===== config.mk =====
export PLATFORM = sky130hd
export DESIGN_NAME = uart_rx
export DESIGN_NICKNAME = d
export VERILOG_FILES = /design/src/rtl/uart_pkg.sv /design/src/rtl/uart_sync2.sv /design/src/rtl/uart_rx.sv
export SDC_FILE = /design/constraint.sdc
export NUM_CORES = 1
export LEC_CHECK = 0
export ABC_AREA = 0
export CAP_MARGIN = 0
export CORE_MARGIN = 2
export CORE_UTILIZATION = 58
export DETAILED_ROUTE_END_ITERATION = 6
export PLACE_DENSITY = 0.85
export SLEW_MARGIN = 40
export SYNTH_ARGS = -nofsm -noshare
export SYNTH_HDL_FRONTEND = slang
export SYNTH_SLANG_ARGS = --single-unit

===== constraint.sdc =====
create_clock -name i_clk -period 2.6 [get_ports i_clk]
set_input_delay 0.39 -clock i_clk [delete_from_list [all_inputs] [get_ports i_clk]]
set_output_delay 0.39 -clock i_clk [all_outputs]
set_load 0.05 [all_outputs]

===== src/rtl/uart_pkg.sv =====
// uart_pkg: state codes shared by the UART receiver and transmitter, plus the
// default bit period. The PARITY code only appears on the wire of a block
// built with UART_RX_PARITY_EN.
package uart_pkg;

  localparam int DEFAULT_CLKS_PER_BIT = 16;

  typedef enum logic [3:0] {
    ST_START     = 4'h0,
    ST_BIT_0     = 4'h1,
    ST_BIT_1     = 4'h2,
    ST_BIT_2     = 4'h3,
    ST_BIT_3     = 4'h4,
    ST_BIT_4     = 4'h5,
    ST_BIT_5     = 4'h6,
    ST_BIT_6     = 4'h7,
    ST_BIT_7     = 4'h8,
    ST_PARITY    = 4'h9,
    ST_STOP      = 4'ha,
    ST_WAIT_HIGH = 4'hb,
    ST_IDLE      = 4'hf
  } state_t;

  // Data-bit states are numbered consecutively, so the next one is code + 1.
  function automatic state_t next_bit_state(input state_t s);
    return state_t'(s + 4'd1);
  endfunction

endpackage


===== src/rtl/uart_sync2.sv =====
// uart_sync2: two-flop synchronizer for an asynchronous level. Both flops
// reset to 1 so an idle-high serial line does not look like a start bit.
module uart_sync2 (
  input  logic clk,
  input  logic srst,
  input  logic d,
  output logic q
);

  logic meta_reg;
  logic sync_reg;

  // Two-stage capture of the asynchronous input.
  always_ff @(posedge clk) begin
    if (srst) begin
      meta_reg <= 1'b1;
      sync_reg <= 1'b1;
    end else begin
      meta_reg <= d;
      sync_reg <= meta_reg;
    end
  end

  assign q = sync_reg;

endmodule


===== src/rtl/uart_rx.sv =====
// uart_rx: 8-bit UART receiver, LSB first, one stop bit. Samples mid-bit by
// waiting half a bit period after the start edge, then whole periods.
// Optional feature: define UART_RX_PARITY_EN for 8E1 frames with o_parity_err.
module uart_rx
  import uart_pkg::*;
#(
  parameter int CLKS_PER_BIT = DEFAULT_CLKS_PER_BIT
) (
  input  logic       i_clk,
  input  logic       i_reset,
  input  logic       i_uart_rx,
  output logic [7:0] o_data,
  output logic       o_valid,
  output logic       o_frame_err,
`ifdef UART_RX_PARITY_EN
  output logic       o_parity_err,
`endif
  output logic [3:0] o_state
);

  localparam int CNT_W = (CLKS_PER_BIT > 1) ? $clog2(CLKS_PER_BIT) : 1;
  localparam logic [CNT_W-1:0] BIT_LAST  = CNT_W'(CLKS_PER_BIT - 1);
  localparam logic [CNT_W-1:0] HALF_LAST = CNT_W'(CLKS_PER_BIT / 2 - 1);

  logic             rx_s;
  state_t           state_reg, state_next;
  logic [CNT_W-1:0] cnt_reg, cnt_next;
  logic [7:0]       shift_reg, shift_next;
  logic [7:0]       data_reg, data_next;
  logic             valid_reg, valid_next;
  logic             ferr_reg, ferr_next;
  logic             bit_done;
`ifdef UART_RX_PARITY_EN
  logic             perr_reg, perr_next;
  logic             parity_ok_reg, parity_ok_next;
`endif

  uart_sync2 u_sync (
    .clk  (i_clk),
    .srst (i_reset),
    .d    (i_uart_rx),
    .q    (rx_s)
  );

  assign bit_done = (cnt_reg == BIT_LAST);

  // State, counter, shift register and registered output pulses.
  always_ff @(posedge i_clk) begin
    if (i_reset) begin
      state_reg     <= ST_IDLE;
      cnt_reg       <= '0;
      shift_reg     <= '0;
      data_reg      <= '0;
      valid_reg     <= 1'b0;
      ferr_reg      <= 1'b0;
`ifdef UART_RX_PARITY_EN
      perr_reg      <= 1'b0;
      parity_ok_reg <= 1'b0;
`endif
    end else begin
      state_reg     <= state_next;
      cnt_reg       <= cnt_next;
      shift_reg     <= shift_next;
      data_reg      <= data_next;
      valid_reg     <= valid_next;
      ferr_reg      <= ferr_next;
`ifdef UART_RX_PARITY_EN
      perr_reg      <= perr_next;
      parity_ok_reg <= parity_ok_next;
`endif
    end
  end

  // Next-state, bit timing and frame result decisions.
  always_comb begin
    state_next     = state_reg;
    cnt_next       = cnt_reg + 1'b1;
    shift_next     = shift_reg;
    data_next      = data_reg;
    valid_next     = 1'b0;
    ferr_next      = 1'b0;
`ifdef UART_RX_PARITY_EN
    perr_next      = 1'b0;
    parity_ok_next = parity_ok_reg;
`endif
    case (state_reg)
      ST_IDLE: begin
        cnt_next = '0;
        if (!rx_s) state_next = ST_START;
      end
      ST_START: begin
        // Mid start bit: a line that is high again was only a glitch.
        if (cnt_reg == HALF_LAST) begin
          cnt_next   = '0;
          state_next = rx_s ? ST_IDLE : ST_BIT_0;
        end
      end
      ST_BIT_0, ST_BIT_1, ST_BIT_2, ST_BIT_3,
      ST_BIT_4, ST_BIT_5, ST_BIT_6, ST_BIT_7: begin
        if (bit_done) begin
          cnt_next   = '0;
          shift_next = {rx_s, shift_reg[7:1]};
          if (state_reg == ST_BIT_7) begin
`ifdef UART_RX_PARITY_EN
            state_next = ST_PARITY;
`else
            state_next = ST_STOP;
`endif
          end else begin
            state_next = next_bit_state(state_reg);
          end
        end
      end
`ifdef UART_RX_PARITY_EN
      ST_PARITY: begin
        // Even parity: data ones plus the parity bit must be even.
        if (bit_done) begin
          cnt_next       = '0;
          parity_ok_next = (rx_s == (^shift_reg));
          state_next     = ST_STOP;
        end
      end
`endif
      ST_STOP: begin
        if (bit_done) begin
          cnt_next = '0;
          if (rx_s) begin
`ifdef UART_RX_PARITY_EN
            if (parity_ok_reg) begin
              data_next  = shift_reg;
              valid_next = 1'b1;
            end else begin
              perr_next = 1'b1;
            end
`else
            data_next  = shift_reg;
            valid_next = 1'b1;
`endif
            state_next = ST_IDLE;
          end else begin
            ferr_next  = 1'b1;
            state_next = ST_WAIT_HIGH;
          end
        end
      end
      ST_WAIT_HIGH: begin
        // Sit out a break so it reports only one framing error.
        cnt_next = '0;
        if (rx_s) state_next = ST_IDLE;
      end
      default: begin
        cnt_next   = '0;
        state_next = ST_IDLE;
      end
    endcase
  end

  assign o_data       = data_reg;
  assign o_valid      = valid_reg;
  assign o_frame_err  = ferr_reg;
`ifdef UART_RX_PARITY_EN
  assign o_parity_err = perr_reg;
`endif
  assign o_state      = state_reg;

endmodule


==> flow_metrics.py, run 1 <==
metrics = {
    "status": {
        "status": "finished clean",
    },
    "place": {
        "io_buffers": 16,
        "gp_congestion": 0.943,
        "dp.cells": 179,
        "hpwl_um": 1880,
        "dpl_cell_area_sq_um": 1520,
    },
    "setup_path": {
        "crit_buf_inv": 1,
        "slowest_stage": "clkdlybuf4s50_1",
        "cp-end-kind": "output pin",
        "path_class": "reg -> out",
        "critPathMaxFanout": 15,
        "crit_arrival_ns": 1.88,
        "crit_family": "buffers and inverters",
        "startpoint_type": "flop",
        "max_stage_delay_ns": 0.90,
        "crit_required_ns": 2.21,
        "path_cells": "clkdlybuf4s50_1",
    },
    "floorplanning": {
        "ios": 17,
        "start_util_pct": 61.1,
        "core_area_sq_um": 2210,
        "die_area_sq_um": 2730,
        "rows": 17,
        "die_h_um": 52.3,
        "die_w_um": 52.3,
    },
    "cells_and_area": {
        "num-fill-cells": 174,
        "drive_gt1_share_pct": 9.68,
        "layoutNonFillerInstCount": 183,
        "final_nets": 164,
        "final_common_cell": "dfxtp_1",
        "fin_area_sq_um": 1570,
        "antennaDiodeCount": 0,
        "final_cell_mix": "dfxtp_1 (28), nor2_1 (20), mux2i_1 (19)",
        "area_growth_syn_to_layout_pct": 16.4,
    },
    "route": {
        "drt-initial-drc-count": 23,
        "wl_met3_um": 79,
        "ant_nets": 0,
        "avgRoutedWirePerCell_um": 13.7,
        "first_pass_iters": 4,
        "vias_per_cell": 5.72,
        "routed_wl_um": 2510,
        "routed.top_layer": "met4",
        "vias": 1047,
        "drc": 0,
        "wl_met1_um": 1180,
        "routed-wl-met2_um": 1190,
    },
    "global_route": {
        "grt_pass1_wl_um": 4510,
        "grt_pass1_vias": 1046,
        "grt_antenna_before_repair": 0,
        "grt_max_degree": 17,
        "track_usage_pct": 22.0,
        "grt-ovfl-total": 0,
    },
    "clock_tree": {
        "cts.clk_slew.worst_paths_ns": 0.14,
        "cts-resized-gates": 0,
        "cts_htree_levels": 1,
        "clk_latency_ns": 0.33,
        "cts_tree": "yes",
        "hold_buffers": 0,
        "cts_buffers": 3,
        "clock_sinks": 28,
        "post-cts-setup-buffer-count": 0,
        "cts_buffer_depth": 2,
        "clockRootBuffer": "clkbuf_4",
    },
    "synth": {
        "syn_area_sq_um": 1350,
        "syn_avg_cell_area_sq_um": 9.52,
        "yosys_warnings": 0,
        "syn_inst": 142,
        "async_flop_share_pct": 0,
        "postSynthNetCount": 150,
        "synth_seq_area_share_pct": 41.4,
        "synth-edff-count": 0,
        "ys.flop_type": "dfxtp_1",
        "synth_cell_types": 41,
        "synth_seq_cells": 28,
    },
    "power_and_ir_drop": {
        "leakage_uw": 0.000694,
        "vdd.ir_drop.worst_uv": 564,
        "power_density_nw_per_um2": 772,
        "power.total_uw": 1220,
    },
    "timing": {
        "tns_ns": 0,
        "hold_violations": 0,
        "tightest_slew_ns": 0.507,
        "post-route-min-period_ns": 2.27,
        "setup_violations": 0,
        "max_freq_ghz": 0.441,
        "drv_slew": 0,
        "rsz0062_at_grt": "false",
        "slew_headroom_pct": 66.1,
        "fin_crit_sh_pct": 87.2,
        "skew_ns": 0.00471,
    },
    "hold_path": {
        "min_path_type": "reg -> reg",
    },
    "job": {
        "maxCapViolCount": 0,
    },
}
## routing by layer
metal | vias up | global-route usage (%)
met5 | - | 0
met4 | 0 | 11.5
met1 | 497 | 28.4
met3 | 7 | 3.14
li1 | 518 | -
met2 | 25 | 35.2
## cell type report
| class | instances | area (sq um) | share of cell area [%] |
|---|---|---|---|
| Multi-Input combinational cell | 99 | 728 | 46.3 |
| Sequential cell | 28 | 561 | 35.6 |
| Timing Repair Buffer | 18 | 175 | 11.1 |
| Tap cell | 28 | 35.0 | 2.23 |
| Clock inverter | 1 | 30.0 | 1.91 |
| Clock buffer | 3 | 22.5 | 1.43 |
| Inverter | 6 | 22.5 | 1.43 |
## path summary, 6_finish.rpt
check                                                start                      end  slack, ns  cells past startpoint
worst min register to register  u_sync.meta_reg$_SDFF_PP1_      u_sync.q$_SDFF_PP1_       0.43                      1
worst max register to register     o_state[0]$_SDFFE_PP1P_  o_state[3]$_SDFFE_PP1P_       0.57                      6
worst max-delay path               o_state[3]$_SDFFE_PP1P_               o_state[3]       0.33                      1
worst min-delay path            u_sync.meta_reg$_SDFF_PP1_      u_sync.q$_SDFF_PP1_       0.43                      1
## logic make-up after synthesis
kind of cell	count (synthesis)	synth area share, %
AO/OA/AOI/OAI	19	12.0
XOR/XNOR	3	1.94
adder cells (fa/ha/maj)	5	4.63
buffers and inverters	15	4.72
flip-flops	28	41.4
multiplexers	20	14.9
AND/OR/NAND/NOR	52	20.4
## stage by stage
stage / util (%) / worst slack [ns] / hold WS, ns
after floorplan: - / 0.387 / 0.389
after global placement: 68.8 / 0.702 / 0.396
after detailed placement: 68.8 / 0.607 / 0.401
after CTS: 71.2 / 0.352 / 0.433
after global routing: 71.2 / 0.253 / 0.458
final: 71.2 / 0.334 / 0.428
## synthesized netlist by cell type (2+ instances only)
cell      count  area, sq um
a21o_1        2         15.0
mux2i_1      19          190
buf_2         5         25.0
clkbuf_1      3         11.3
nand3_1       2         10.0
xor2_1        2         17.5
nand3b_1      2         15.0
nand2b_1     12         75.1
o21ai_0       2         10.0
or2_2         2         12.5
inv_1         6         22.5
nor3_1        2         10.0
ha_1          5         62.6
a21oi_1       2         10.0
dfxtp_1      28          561
nor2_1       20         75.1
nand2_1       4         15.0
## power by group
part           leakage, uW  switching [uW]  internal [uW]  total [uW]
logic             0.000439             250            181         431
clock network    0.0000279             125            156         281
registers         0.000227            50.9            453         503
total             0.000694             426            789        1220
No activity file was read; power rests on OpenSTA's default activity.
==> inputs of run 2 (changes only) <==
--- a/config.mk
+++ b/config.mk
@@ -11,6 +11,7 @@
 export CORE_UTILIZATION = 58
 export DETAILED_ROUTE_END_ITERATION = 6
 export PLACE_DENSITY = 0.85
+export RECOVER_POWER = 50
 export SLEW_MARGIN = 40
 export SYNTH_ARGS = -nofsm -noshare
 export SYNTH_HDL_FRONTEND = slang
==> flow_metrics.py, run 2 (synthesized netlist as in run 1, its figures left out) <==
metrics = {
    "clock_tree": {
        "clk_latency_ns": 0.33,
        "cts-resized-gates": 0,
        "post-cts-setup-buffer-count": 0,
        "cts.clk_slew.worst_paths_ns": 0.14,
        "cts_tree": "yes",
        "cts_buffers": 3,
        "clockRootBuffer": "clkbuf_4",
        "cts_buffer_depth": 2,
        "clock_sinks": 28,
        "cts_htree_levels": 1,
        "hold_buffers": 0,
    },
    "route": {
        "routed_wl_um": 2480,
        "drc": 0,
        "drt-initial-drc-count": 23,
        "ant_nets": 0,
        "vias": 1057,
        "avgRoutedWirePerCell_um": 13.5,
        "first_pass_iters": 4,
        "vias_per_cell": 5.78,
    },
    "power_and_ir_drop": {
        "power_density_nw_per_um2": 775,
        "leakage_uw": 0.000713,
        "vdd.ir_drop.worst_uv": 564,
    },
    "hold_path": {
        "min_path_type": "reg -> reg",
    },
    "timing": {
        "skew_ns": 0.00470,
        "slew_headroom_pct": 65.7,
        "post-route-min-period_ns": 2.25,
        "tightest_slew_ns": 0.515,
        "hold_violations": 0,
        "tns_ns": 0,
        "max_freq_ghz": 0.444,
        "setup_violations": 0,
        "rsz0062_at_grt": "false",
        "fin_crit_sh_pct": 86.6,
        "drv_slew": 0,
        "whs_ns": 0.428,
    },
    "global_route": {
        "grt-ovfl-total": 0,
        "globalRouteMet1Util_pct": 28.4,
        "grt_max_degree": 17,
        "busiest_layer": "met2",
        "grt_antenna_before_repair": 0,
        "grt_pass1_wl_um": 4510,
        "grt_pass1_vias": 1046,
        "track_usage_pct": 22.0,
        "gr-usage-met2_pct": 35.2,
        "use_met3_pct": 3.14,
    },
    "floorplanning": {
        "ios": 17,
        "die_h_um": 52.3,
        "start_util_pct": 61.1,
        "die_area_sq_um": 2730,
        "die_w_um": 52.3,
        "rows": 17,
        "core_area_sq_um": 2210,
    },
    "cells_and_area": {
        "num-fill-cells": 178,
        "fin_util_pct": 70.8,
        "final_cell_mix": "dfxtp_1 (28), nor2_1 (20), mux2i_1 (19)",
        "area_growth_syn_to_layout_pct": 15.8,
        "fin_area_sq_um": 1570,
        "antennaDiodeCount": 0,
        "final_common_cell": "dfxtp_1",
        "final_nets": 164,
        "drive_gt1_share_pct": 8.39,
    },
    "place": {
        "gp_congestion": 0.943,
        "dpl_cell_area_sq_um": 1520,
        "hpwl_um": 1880,
        "io_buffers": 16,
    },
    "job": {
        "maxCapViolCount": 0,
    },
    "setup_path": {
        "path_cells": "clkdlybuf4s50_1",
        "critPathMaxFanout": 15,
        "max_stage_delay_ns": 0.89,
        "crit_arrival_ns": 1.86,
        "slowest_stage": "clkdlybuf4s50_1",
        "startpoint_type": "flop",
        "crit_required_ns": 2.21,
        "path_class": "reg -> out",
        "cp-end-kind": "output pin",
        "crit_family": "buffers and inverters",
        "crit_buf_inv": 1,
    },
    "status": {
        "status": "finished clean",
    },
}
[run 2: cell type report]
type | instances | area [sq um] | area share, %
multi-input cells | 99 | 728 | 46.5
repair buffers | 18 | 168 | 10.7
well taps | 28 | 35.0 | 2.24
flip-flops and latches | 28 | 561 | 35.8
inverters | 6 | 22.5 | 1.44
clock buffers | 3 | 22.5 | 1.44
clock inverters | 1 | 30.0 | 1.92
[run 2: metrics by stage]
stage | instances | power, uW | setup slack (ns)
floorplan | 142 | 854 | 0.387
global placement | 179 | 932 | 0.702
detailed placement | 179 | 939 | 0.607
CTS | 183 | 1220 | 0.352
global route | 183 | 1290 | 0.253
finish | 183 | 1210 | 0.348
[run 2: per-layer routing]
layer	vias to the layer above	routed length [um]
li1	518	-
met1	499	1140
met2	33	1180
met3	7	110
met4	0	55
met5	-	0
[run 2: worst reg2reg max path: stages, from the launching register on]
cell and delay (ns):
dfxtp_1 0.47, inv_1 0.10, ha_1 0.33, nor4_1 0.47, o32a_1 0.24, o211ai_1 0.09
o31a_1 0.24
[run 2: worst paths after layout]
| path | from | depth (start not counted) | slack [ns] | endpoint |
|---|---|---|---|---|
| worst min register to register | u_sync.meta_reg$_SDFF_PP1_ | 1 | 0.43 | u_sync.q$_SDFF_PP1_ |
| worst max register to register | o_state[0]$_SDFFE_PP1P_ | 6 | 0.58 | o_state[3]$_SDFFE_PP1P_ |
| worst max-delay path | o_state[3]$_SDFFE_PP1P_ | 1 | 0.35 | o_state[3] |
| worst min-delay path | u_sync.meta_reg$_SDFF_PP1_ | 1 | 0.43 | u_sync.q$_SDFF_PP1_ |
[run 2: power breakdown]
part           internal, uW  total (uW)  switching, uW
registers               453         502           49.9
clock network           156         281            125
logic                   180         430            250
==> inputs of run 3 (changes only) <==
--- a/config.mk
+++ b/config.mk
@@ -10,6 +10,7 @@
 export CORE_MARGIN = 2
 export CORE_UTILIZATION = 58
 export DETAILED_ROUTE_END_ITERATION = 6
+export MAX_ROUTING_LAYER = met4
 export PLACE_DENSITY = 0.85
 export RECOVER_POWER = 50
 export SLEW_MARGIN = 40
==> flow_metrics.py, run 3 (synthesized netlist as in run 1, its figures left out) <==
metrics = {
    "status": {
        "status": "finished clean",
    },
    "clock_tree": {
        "hold_buffers": 0,
        "clk_latency_ns": 0.32,
        "post-cts-setup-buffer-count": 0,
        "cts_htree_levels": 1,
        "clockRootBuffer": "clkbuf_4",
        "clock_sinks": 28,
        "cts_buffers": 3,
        "cts.clk_slew.worst_paths_ns": 0.14,
        "cts-resized-gates": 0,
        "cts_tree": "yes",
        "cts_buffer_depth": 2,
    },
    "setup_path": {
        "crit_buf_inv": 1,
        "path_class": "reg -> out",
        "slowest_stage": "clkdlybuf4s50_1",
        "path_depth": 1,
        "critPathMaxFanout": 15,
        "path_cells": "clkdlybuf4s50_1",
        "startpoint_type": "flop",
        "crit_arrival_ns": 1.85,
        "crit_required_ns": 2.21,
        "worst_r2r_path_depth": 6,
        "crit_family": "buffers and inverters",
        "cp-end-kind": "output pin",
        "max_stage_delay_ns": 0.89,
    },
    "cells_and_area": {
        "final_nets": 164,
        "drive_gt1_share_pct": 8.39,
        "area_growth_syn_to_layout_pct": 14.6,
        "final_common_cell": "dfxtp_1",
        "final_cell_mix": "dfxtp_1 (28), nor2_1 (20), mux2i_1 (19)",
        "antennaDiodeCount": 0,
    },
    "route": {
        "routed_wl_um": 2440,
        "vias": 1005,
        "ant_nets": 0,
        "drc": 0,
        "drt-initial-drc-count": 22,
        "avgRoutedWirePerCell_um": 13.3,
        "vias_per_cell": 5.49,
        "first_pass_iters": 4,
    },
    "place": {
        "gp_congestion": 0.885,
        "dpl_worst_slack_ns": 0.602,
        "hpwl_um": 1810,
        "io_buffers": 16,
    },
    "power_and_ir_drop": {
        "pwr-share-clk_pct": 18.1,
        "switching_power_uw": 420,
        "vdd.ir_drop.worst_uv": 645,
        "p_seq_share_pct": 44.2,
        "leakage_uw": 0.000706,
        "power_density_nw_per_um2": 734,
        "internal_power_uw": 718,
        "swShare_pct": 36.9,
        "combPwrFrac_pct": 37.6,
    },
    "floorplanning": {
        "die_area_sq_um": 2730,
        "ios": 17,
        "core_area_sq_um": 2210,
        "rows": 17,
        "die_w_um": 52.3,
        "die_h_um": 52.3,
        "start_util_pct": 61.1,
    },
    "timing": {
        "fin_crit_sh_pct": 86.3,
        "setup_violations": 0,
        "hold_violations": 0,
        "tns_ns": 0,
        "max_freq_ghz": 0.446,
        "post-route-min-period_ns": 2.24,
        "drv_slew": 0,
        "slew_headroom_pct": 54.4,
        "rsz0062_at_grt": "false",
        "tightest_slew_ns": 0.683,
        "skew_ns": 0.00134,
        "fin_ws_ns": 0.356,
    },
    "job": {
        "maxCapViolCount": 0,
    },
    "global_route": {
        "grt_pass1_vias": 950,
        "grt_antenna_before_repair": 0,
        "grt-ovfl-total": 0,
        "grt_pass1_wl_um": 4130,
        "track_usage_pct": 20.8,
        "grt_max_degree": 21,
    },
    "hold_path": {
        "min_path_type": "reg -> reg",
        "hold_path_depth": 1,
    },
}
-- run 3: worst register-to-register path, cell delays in order (launching register included) --
cell	delay (ns)
dfxtp_1	0.46
inv_1	0.10
ha_1	0.33
nor4_1	0.47
o32a_1	0.23
o211ai_1	0.09
o31a_1	0.25
-- run 3: final timing paths --
| kind | from | endpoint | slack, ns |
|---|---|---|---|
| worst max-delay path | o_state[3]$_SDFFE_PP1P_ | o_state[3] | 0.36 |
| worst min-delay path | u_sync.meta_reg$_SDFF_PP1_ | u_sync.q$_SDFF_PP1_ | 0.43 |
| worst max register to register | o_state[0]$_SDFFE_PP1P_ | o_state[3]$_SDFFE_PP1P_ | 0.57 |
| worst min register to register | u_sync.meta_reg$_SDFF_PP1_ | u_sync.q$_SDFF_PP1_ | 0.43 |
-- run 3: power groups by stage --
stage	clock (uW)	combinational [uW]	sequential, uW
CTS	212	429	503
finish	206	428	503
floorplan	0	303	551
global placement	0	428	511
global route	229	467	510
detailed placement	0	427	512
-- run 3: final cells by class --
| class | instances | area (sq um) |
|---|---|---|
| Clock buffer | 4 | 36.3 |
| Fill cell | 188 | 662 |
| Inverter | 6 | 22.5 |
| Multi-Input combinational cell | 99 | 728 |
| Sequential cell | 28 | 561 |
| Tap cell | 28 | 35.0 |
| Timing Repair Buffer | 18 | 168 |
-- run 3: stage by stage --
step | cell area [sq um] | std cells | hold WS, ns | utilization [%] | total power (uW)
floorplan | 1350 | 142 | 0.389 | - | 854
global placement | 1520 | 179 | 0.393 | 68.8 | 939
detailed placement | 1520 | 179 | 0.395 | 68.8 | 939
CTS | 1560 | 183 | 0.428 | 70.4 | 1140
global route | 1550 | 183 | 0.432 | 70.1 | 1210
finish | 1550 | 183 | 0.428 | 70.1 | 1140
-- run 3: per-layer routing --
layer  global-route usage, %  routed length (um)  vias up
met5                       -                   0        -
met4                    7.69                  36        0
met3                    3.43                 113        5
met2                    33.8                1120       29
met1                    26.2                1170      456
li1                        -                   -      515
